`config.mk`:
```
export PLATFORM = sky130hd
export DESIGN_NAME = jtag_host_driver
export DESIGN_NICKNAME = d
export VERILOG_FILES = /design/src/rtl/jtag_host_pkg.sv /design/src/rtl/jtag_tck_gen.sv /design/src/rtl/jtag_host_driver.sv
export SDC_FILE = /design/constraint.sdc
export NUM_CORES = 1
export LEC_CHECK = 0
export ABC_AREA = 1
export BUFFER_PORTS_ARGS = -buffer_cell sky130_fd_sc_hd__buf_2
export CAP_MARGIN = 40
export CELL_PAD_IN_SITES_DETAIL_PLACEMENT = 0
export CELL_PAD_IN_SITES_GLOBAL_PLACEMENT = 2
export CORE_MARGIN = 4
export CORE_UTILIZATION = 37
export CTS_BUF_LIST = sky130_fd_sc_hd__clkbuf_8
export CTS_CLUSTER_SIZE = 20
export DETAILED_ROUTE_END_ITERATION = 10
export PLACE_DENSITY_LB_ADDON = 0.1
export SLEW_MARGIN = 30
export SYNTH_ARGS = -nofsm -noshare
export SYNTH_HDL_FRONTEND = slang
export SYNTH_HIERARCHICAL = 1
export SYNTH_SLANG_ARGS = --single-unit
```
`constraint.sdc`:
```
create_clock -name clk -period 2.2 [get_ports clk]
set_input_delay 0.44 -clock clk [delete_from_list [all_inputs] [get_ports clk]]
set_output_delay 0.44 -clock clk [all_outputs]
set_load 0.005 [all_outputs]
```
`src/rtl/jtag_host_pkg.sv`:
```
// Shared definitions for the JTAG host driver: command encodings, FSM states
// and the fixed TMS sequences that walk the TAP between Run-Test/Idle and the
// shift states. Patterns are stored LSB-first, so bit 0 is driven first.
package jtag_host_pkg;

    localparam logic [1:0] OP_TAP_RESET = 2'd0;
    localparam logic [1:0] OP_SHIFT_IR  = 2'd1;
    localparam logic [1:0] OP_SHIFT_DR  = 2'd2;
    localparam logic [1:0] OP_RUN_IDLE  = 2'd3;

    typedef enum logic [2:0] {
        ST_IDLE,
        ST_PRE,
        ST_SHIFT,
        ST_POST,
        ST_DONE
    } jtag_state_e;

    // Five ones force Test-Logic-Reset from anywhere, the trailing zero parks in Run-Test/Idle.
    localparam logic [7:0] PRE_RESET_PAT = 8'b0001_1111;
    localparam logic [3:0] PRE_RESET_LEN = 4'd6;
    // Run-Test/Idle -> Select-DR -> Select-IR -> Capture-IR -> Shift-IR
    localparam logic [7:0] PRE_IR_PAT    = 8'b0000_0011;
    localparam logic [3:0] PRE_IR_LEN    = 4'd4;
    // Run-Test/Idle -> Select-DR -> Capture-DR -> Shift-DR
    localparam logic [7:0] PRE_DR_PAT    = 8'b0000_0001;
    localparam logic [3:0] PRE_DR_LEN    = 4'd3;
    // Exit1 -> Update -> Run-Test/Idle
    localparam logic [7:0] POST_PAT      = 8'b0000_0001;
    localparam logic [3:0] POST_LEN      = 4'd2;

    // Preamble TMS pattern; RUN_IDLE clocks with TMS held low.
    function automatic logic [7:0] pre_pat(input logic [1:0] op);
        case (op)
            OP_TAP_RESET: pre_pat = PRE_RESET_PAT;
            OP_SHIFT_IR:  pre_pat = PRE_IR_PAT;
            OP_SHIFT_DR:  pre_pat = PRE_DR_PAT;
            default:      pre_pat = 8'h00;
        endcase
    endfunction

    // Preamble length; RUN_IDLE length comes from the command instead (returns 0 here).
    function automatic logic [3:0] pre_len(input logic [1:0] op);
        case (op)
            OP_TAP_RESET: pre_len = PRE_RESET_LEN;
            OP_SHIFT_IR:  pre_len = PRE_IR_LEN;
            OP_SHIFT_DR:  pre_len = PRE_DR_LEN;
            default:      pre_len = 4'd0;
        endcase
    endfunction

endpackage

```
`src/rtl/jtag_tck_gen.sv`:
```
// TCK divider. While enabled, tck starts low, rises after CLK_DIV clk cycles and
// falls CLK_DIV cycles later. rise_stb/fall_stb are high in the cycle whose
// closing clk edge makes tck rise/fall, so logic clocked on that edge can act
// in lockstep with the TCK transition.
module jtag_tck_gen #(
    parameter int CLK_DIV = 4
) (
    input  logic clk,
    input  logic rst_n,
    input  logic en,
    output logic tck,
    output logic rise_stb,
    output logic fall_stb
);

    localparam int CW = (2 * CLK_DIV > 2) ? $clog2(2 * CLK_DIV) : 1;

    logic [CW-1:0] cnt;

    assign rise_stb = en && (cnt == CW'(CLK_DIV - 1));
    assign fall_stb = en && (cnt == CW'(2 * CLK_DIV - 1));

    // Phase counter and tck register; disabling restarts the period from a low tck.
    always_ff @(posedge clk or negedge rst_n) begin
        if (!rst_n) begin
            cnt <= '0;
            tck <= 1'b0;
        end else if (!en) begin
            cnt <= '0;
            tck <= 1'b0;
        end else begin
            if (fall_stb) begin
                cnt <= '0;
                tck <= 1'b0;
            end else begin
                cnt <= cnt + CW'(1);
            end
            if (rise_stb) tck <= 1'b1;
        end
    end

endmodule

```
`src/rtl/jtag_host_driver.sv`:
```
// On-chip JTAG initiator. Runs one command at a time (TAP reset, IR shift,
// DR shift, idle clocks) as a TMS preamble, an optional shift burst and a
// postamble, then reports the captured TDO bits with a one-cycle rsp_valid.
// tms/tdi change on the clk edge where tck falls (the accept edge for the
// first bit); tdo is sampled on the edge where tck rises.
module jtag_host_driver
    import jtag_host_pkg::*;
#(
    parameter int DATA_W  = 32,
    parameter int CLK_DIV = 4,
    parameter int LEN_W   = $clog2(DATA_W + 1)
) (
    input  logic              clk,
    input  logic              rst_n,
    input  logic              cmd_valid,
    output logic              cmd_ready,
    input  logic [1:0]        cmd_op,
    input  logic [LEN_W-1:0]  cmd_len,
    input  logic [DATA_W-1:0] cmd_data,
    output logic              rsp_valid,
    output logic [DATA_W-1:0] rsp_data,
    output logic              busy,
    output logic              synced,
    output logic              tck,
    output logic              tms,
    output logic              tdi,
    input  logic              tdo
);

    // Bit counter must hold both the data length and the longest fixed preamble.
    localparam int CW = (LEN_W > 3) ? LEN_W : 3;
    localparam int DW = (CLK_DIV > 1) ? $clog2(CLK_DIV) : 1;

    jtag_state_e       state;
    logic [1:0]        op;
    logic [CW-1:0]     idx;
    logic [CW-1:0]     pre_last;
    logic [CW-1:0]     sh_last;
    logic [7:0]        tms_pat;
    logic [DATA_W-1:0] shreg;
    logic [DATA_W-1:0] cap;
    logic [DATA_W-1:0] msk;
    logic [DW-1:0]     dcnt;

    logic              tck_en;
    logic              rise_stb;
    logic              fall_stb;
    logic [LEN_W-1:0]  len_eff;
    logic [7:0]        acc_pat;
    logic [CW-1:0]     acc_pre_last;

    assign busy   = !cmd_ready;
    // TCK only runs while bits are being clocked; DONE waits with tck parked low.
    assign tck_en = busy && (state != ST_DONE);

    jtag_tck_gen #(
        .CLK_DIV (CLK_DIV)
    ) u_tck_gen (
        .clk      (clk),
        .rst_n    (rst_n),
        .en       (tck_en),
        .tck      (tck),
        .rise_stb (rise_stb),
        .fall_stb (fall_stb)
    );

    // Command decode at accept: zero length means one bit, long lengths clamp to DATA_W.
    always_comb begin
        len_eff = cmd_len;
        if (cmd_len == '0) len_eff = LEN_W'(1);
        else if (cmd_len > LEN_W'(DATA_W)) len_eff = LEN_W'(DATA_W);
        acc_pat      = pre_pat(cmd_op);
        acc_pre_last = CW'(pre_len(cmd_op)) - CW'(1);
        if (cmd_op == OP_RUN_IDLE) acc_pre_last = CW'(len_eff) - CW'(1);
    end

    // Command sequencer: walks PRE/SHIFT/POST on TCK strobes, then reports in DONE.
    always_ff @(posedge clk or negedge rst_n) begin
        if (!rst_n) begin
            state     <= ST_IDLE;
            op        <= OP_TAP_RESET;
            idx       <= '0;
            pre_last  <= '0;
            sh_last   <= '0;
            tms_pat   <= '0;
            shreg     <= '0;
            cap       <= '0;
            msk       <= '0;
            dcnt      <= '0;
            cmd_ready <= 1'b1;
            rsp_valid <= 1'b0;
            rsp_data  <= '0;
            synced    <= 1'b0;
            tms       <= 1'b1;
            tdi       <= 1'b0;
        end else begin
            rsp_valid <= 1'b0;
            case (state)
                ST_IDLE: begin
                    tdi <= 1'b0;
                    if (cmd_valid) begin
                        state     <= ST_PRE;
                        cmd_ready <= 1'b0;
                        op        <= cmd_op;
                        shreg     <= cmd_data;
                        cap       <= '0;
                        msk       <= '0;
                        idx       <= '0;
                        dcnt      <= '0;
                        pre_last  <= acc_pre_last;
                        sh_last   <= CW'(len_eff) - CW'(1);
                        tms       <= acc_pat[0];
                        tms_pat   <= acc_pat >> 1;
                    end
                end
                ST_PRE: begin
                    if (fall_stb) begin
                        if (idx == pre_last) begin
                            idx <= '0;
                            if (op == OP_SHIFT_IR || op == OP_SHIFT_DR) begin
                                // First data bit; a one-bit shift leaves on this very bit.
                                state <= ST_SHIFT;
                                tdi   <= shreg[0];
                                shreg <= shreg >> 1;
                                msk   <= DATA_W'(1);
                                tms   <= (sh_last == '0);
                            end else begin
                                state <= ST_DONE;
                            end
                        end else begin
                            idx     <= idx + CW'(1);
                            tms     <= tms_pat[0];
                            tms_pat <= tms_pat >> 1;
                        end
                    end
                end
                ST_SHIFT: begin
                    if (rise_stb && tdo) cap <= cap | msk;
                    if (fall_stb) begin
                        if (idx == sh_last) begin
                            state   <= ST_POST;
                            idx     <= '0;
                            tdi     <= 1'b0;
                            tms     <= POST_PAT[0];
                            tms_pat <= POST_PAT >> 1;
                        end else begin
                            idx   <= idx + CW'(1);
                            tdi   <= shreg[0];
                            shreg <= shreg >> 1;
                            msk   <= msk << 1;
                            // Raise TMS on the last bit so its rising edge moves to Exit1.
                            tms   <= ((idx + CW'(1)) == sh_last);
                        end
                    end
                end
                ST_POST: begin
                    if (fall_stb) begin
                        if (idx == CW'(POST_LEN) - CW'(1)) begin
                            state <= ST_DONE;
                        end else begin
                            idx     <= idx + CW'(1);
                            tms     <= tms_pat[0];
                            tms_pat <= tms_pat >> 1;
                        end
                    end
                end
                ST_DONE: begin
                    // Hold off one TCK half-period after the last falling edge.
                    if (dcnt == DW'(CLK_DIV - 1)) begin
                        state     <= ST_IDLE;
                        cmd_ready <= 1'b1;
                        rsp_valid <= 1'b1;
                        rsp_data  <= cap;
                        if (op == OP_TAP_RESET) synced <= 1'b1;
                    end else begin
                        dcnt <= dcnt + DW'(1);
                    end
                end
                default: begin
                    state     <= ST_IDLE;
                    cmd_ready <= 1'b1;
                end
            endcase
        end
    end

endmodule

```
==> impl_metrics.env <==
export IMPL_fin_total_pwr_uw=11300
export IMPL_grt_pass1_wl_mm=29.5
export IMPL_r2r_slack_ps=200
export IMPL_dp_hpwl_mm=11.6
export IMPL_syn_avg_cell_area_sq_um=8.66
export IMPL_ir_drop_uv=984
export IMPL_gr_total_overflow=0
export IMPL_cap_viol_max_count=0
export IMPL_ys_types=31
export IMPL_dieHeight_um=153
export IMPL_antenna_cells=0
export IMPL_clock_path_buffers=2
export IMPL_layout_common_cells="nand2_1 (312), dfrtp_1 (164), buf_2 (81), inv_1 (71), nand3_1 (54)"
export IMPL_initial_core_util=0.381
export IMPL_min_period_ps=2000
export IMPL_grt_pass1_vias=5929
export IMPL_die_x_um=153
export IMPL_clock_latency_ps=440
export IMPL_antenna_found_initial=0
export IMPL_ys_top_cells_by_area="dfrtp_1 (53%), nand2_1 (15%), mux2_2 (3.6%)"
export IMPL_rows=52
export IMPL_drc=0
export IMPL_dp_cells=1228
export IMPL_worst_setup_path_start_kind="register"
export IMPL_syn_area_sq_mm=0.00778
export IMPL_cts_tree="built"
export IMPL_synth_warnings=6
export IMPL_critPathMaxFanout=8
export IMPL_fin_cells=1260
export IMPL_core_area_sq_mm=0.0204
export IMPL_slew_headroom=0.678
export IMPL_cts_made_buffers=17
export IMPL_ys_ff_latch=166
export IMPL_post_cts_buffers=0
export IMPL_wl_per_cell_um=13.7
export IMPL_critical_path_class="reg -> reg"
export IMPL_p_leak_uw=0.00452
export IMPL_first_iter_violations=337
export IMPL_ant_nets=0
export IMPL_synthCells=898
export IMPL_tightestPinTransition_ps=483
export IMPL_crit_chain="inv_2, nor3_2, nor2_1, nand2_1, inv_1, inv_1, nand2_1, nand3_1, nor2_2, nand3_1, o21ai_0"
export IMPL_syn_to_final_growth_pct=15.7
export IMPL_pwr_density_cell_mw_per_mm2=1250
export IMPL_finalSetupViolCount=0
export IMPL_die_area_sq_mm=0.0234
export IMPL_viasPerCell=4.69
export IMPL_crit_arrival_ps=2360
export IMPL_path_buf_inv=3
export IMPL_cts_max_level=4
export IMPL_yosysSeqAreaShare=0.534
export IMPL_drive_gt1_frac=0.186
export IMPL_routed_wl_mm=17.2
export IMPL_finalWeightedCongestion=0.786
export IMPL_crit_slowest_cell="dfrtp_1"
export IMPL_grt_max_degree=63
export IMPL_fin_crit_sh=0.911
export IMPL_cp_top_family="simple AND/OR/NAND/NOR gates"
export IMPL_grt_setup_unrepaired="false"
export IMPL_yosysTopAreaCell="dfrtp_1"
export IMPL_cts_sinks=166
export IMPL_outcome="finished clean"
export IMPL_synth_top_area_share=0.528
export IMPL_critPathCaptureType="register"
export IMPL_nFillCells=2103
export IMPL_ioPinCount=83
export IMPL_cpPeakStageDelay_ps=430
export IMPL_final_common_cell="nand2_1"
export IMPL_clk_pin_slew_ps=80
export IMPL_clock_fmax_ghz=0.499
export IMPL_fin_setup_tns_ps=0
export IMPL_fin_skew_ps=11.0
export IMPL_io_buffers=82
export IMPL_fin_nets=1036
export IMPL_synth_nets=956
export IMPL_hp_class="in -> reg"
export IMPL_vias=5914
export IMPL_drv_slew=0
export IMPL_cp_required_ps=2550
export IMPL_hold_violations=0
export IMPL_clock_root_buffer="clkbuf_8"
export IMPL_grt_usage=0.151
export IMPL_drt_pass1_iter_count=6
-- synth_stat cells --
library cell	count
mux2_2	25
buf_4	1
buf_1	1
o21ai_0	30
ha_1	14
nand4_1	4
nand3b_1	31
xor2_1	10
nor2_2	2
nand2_2	3
nand2_1	313
inv_1	68
nor2_4	2
o22ai_1	6
buf_6	4
dfrtp_1	164
dfstp_2	2
clkbuf_1	14
nor3_1	2
xnor2_1	4
mux2_1	6
a31o_2	1
o21ai_1	24
nand3_1	54
a21oi_1	42
nor3_2	2
nand3_2	1
buf_2	23
and2_1	1
nor2_1	33
inv_2	11
-- kinds of logic after synthesis --
kind of cell / synth area share
adder cells (fa/ha/maj): 0.0225
XOR/XNOR: 0.0158
multiplexers: 0.0449
AND/OR/NAND/NOR: 0.248
buffers and inverters: 0.0669
AO/OA/AOI/OAI: 0.0677
flip-flops: 0.534
-- worst paths after layout --
path	from	to	cells past startpoint
worst max-delay path	state[2]$_DFFE_PN0P_	tms_pat[1]$_DFFE_PN0P_	11
worst min-delay path	cmd_op[1]	op[1]$_DFFE_PN0P_	3
worst max register to register	state[2]$_DFFE_PN0P_	tms_pat[1]$_DFFE_PN0P_	11
worst min register to register	u_tck_gen/cnt[0]$_DFF_PN0_	u_tck_gen/cnt[0]$_DFF_PN0_	1
max in group asynchronous	rst_n	tdi$_DFFE_PN0P_	3
min in group asynchronous	rst_n	cap[5]$_DFFE_PN0P_	2
-- worst min-delay path: cells and delay by family --
kind            cells  cell delay, ps
simple gates        1              50
compound gates      1              70
buf+inv             1             130
-- sequential cells by signal, indices dropped and copies added (netlist names) --
signal	count
state	3
dcnt	2
rsp_data	32
synced	1
op	2
sh_last	6
msk	32
tms	1
u_tck_gen/tck	1
cmd_ready	1
u_tck_gen/cnt	3
cap	32
tms_pat	4
idx	6
shreg	32
tdi	1
rsp_valid	1
pre_last	6
-- per-stage QoR --
stage                util  instance area, sq um  setup slack, ps  hold WS, ps
floorplan               -                  7780              385          144
CTS                 0.440                  8990              229          260
global route        0.441                  9000             6.69          304
detailed placement  0.419                  8550              240          369
global placement    0.419                  8550              280          366
finish              0.441                  9000              195          289
-- layout make-up --
cell class                      instances  area (sq um)  area share
Timing Repair Buffer                  104           659      0.0733
Inverter                               79           297      0.0329
Tap cell                              270           338      0.0375
Clock buffer                           18           248      0.0275
Clock inverter                         13           181      0.0202
Multi-Input combinational cell        610          3120       0.347
Sequential cell                       166          4160       0.462
-- metal layers --
layer / up-vias / wire length [um] / track usage
li1: 3022 / - / -
met1: 2791 / 8220 / 0.201
met2: 95 / 8290 / 0.254
met3: 6 / 604 / 0.0336
met4: 0 / 114 / 0.0361
met5: - / 0 / 0
-- repair_timing --
item                                   4_1_cts  5_1_grt
setup endpoints to repair                    0       16
hold buffers                                 1        0
resized for setup                            0        1
endpoints found under the hold margin       33        0
-- power by group --
| group | switching (uW) | internal, uW | total, uW |
|---|---|---|---|
| registers | 376 | 3680 | 4050 |
| logic | 3060 | 1770 | 4830 |
| clock network | 1120 | 1260 | 2380 |
| total | 4550 | 6720 | 11300 |
No activity file was read; power rests on OpenSTA's default activity.
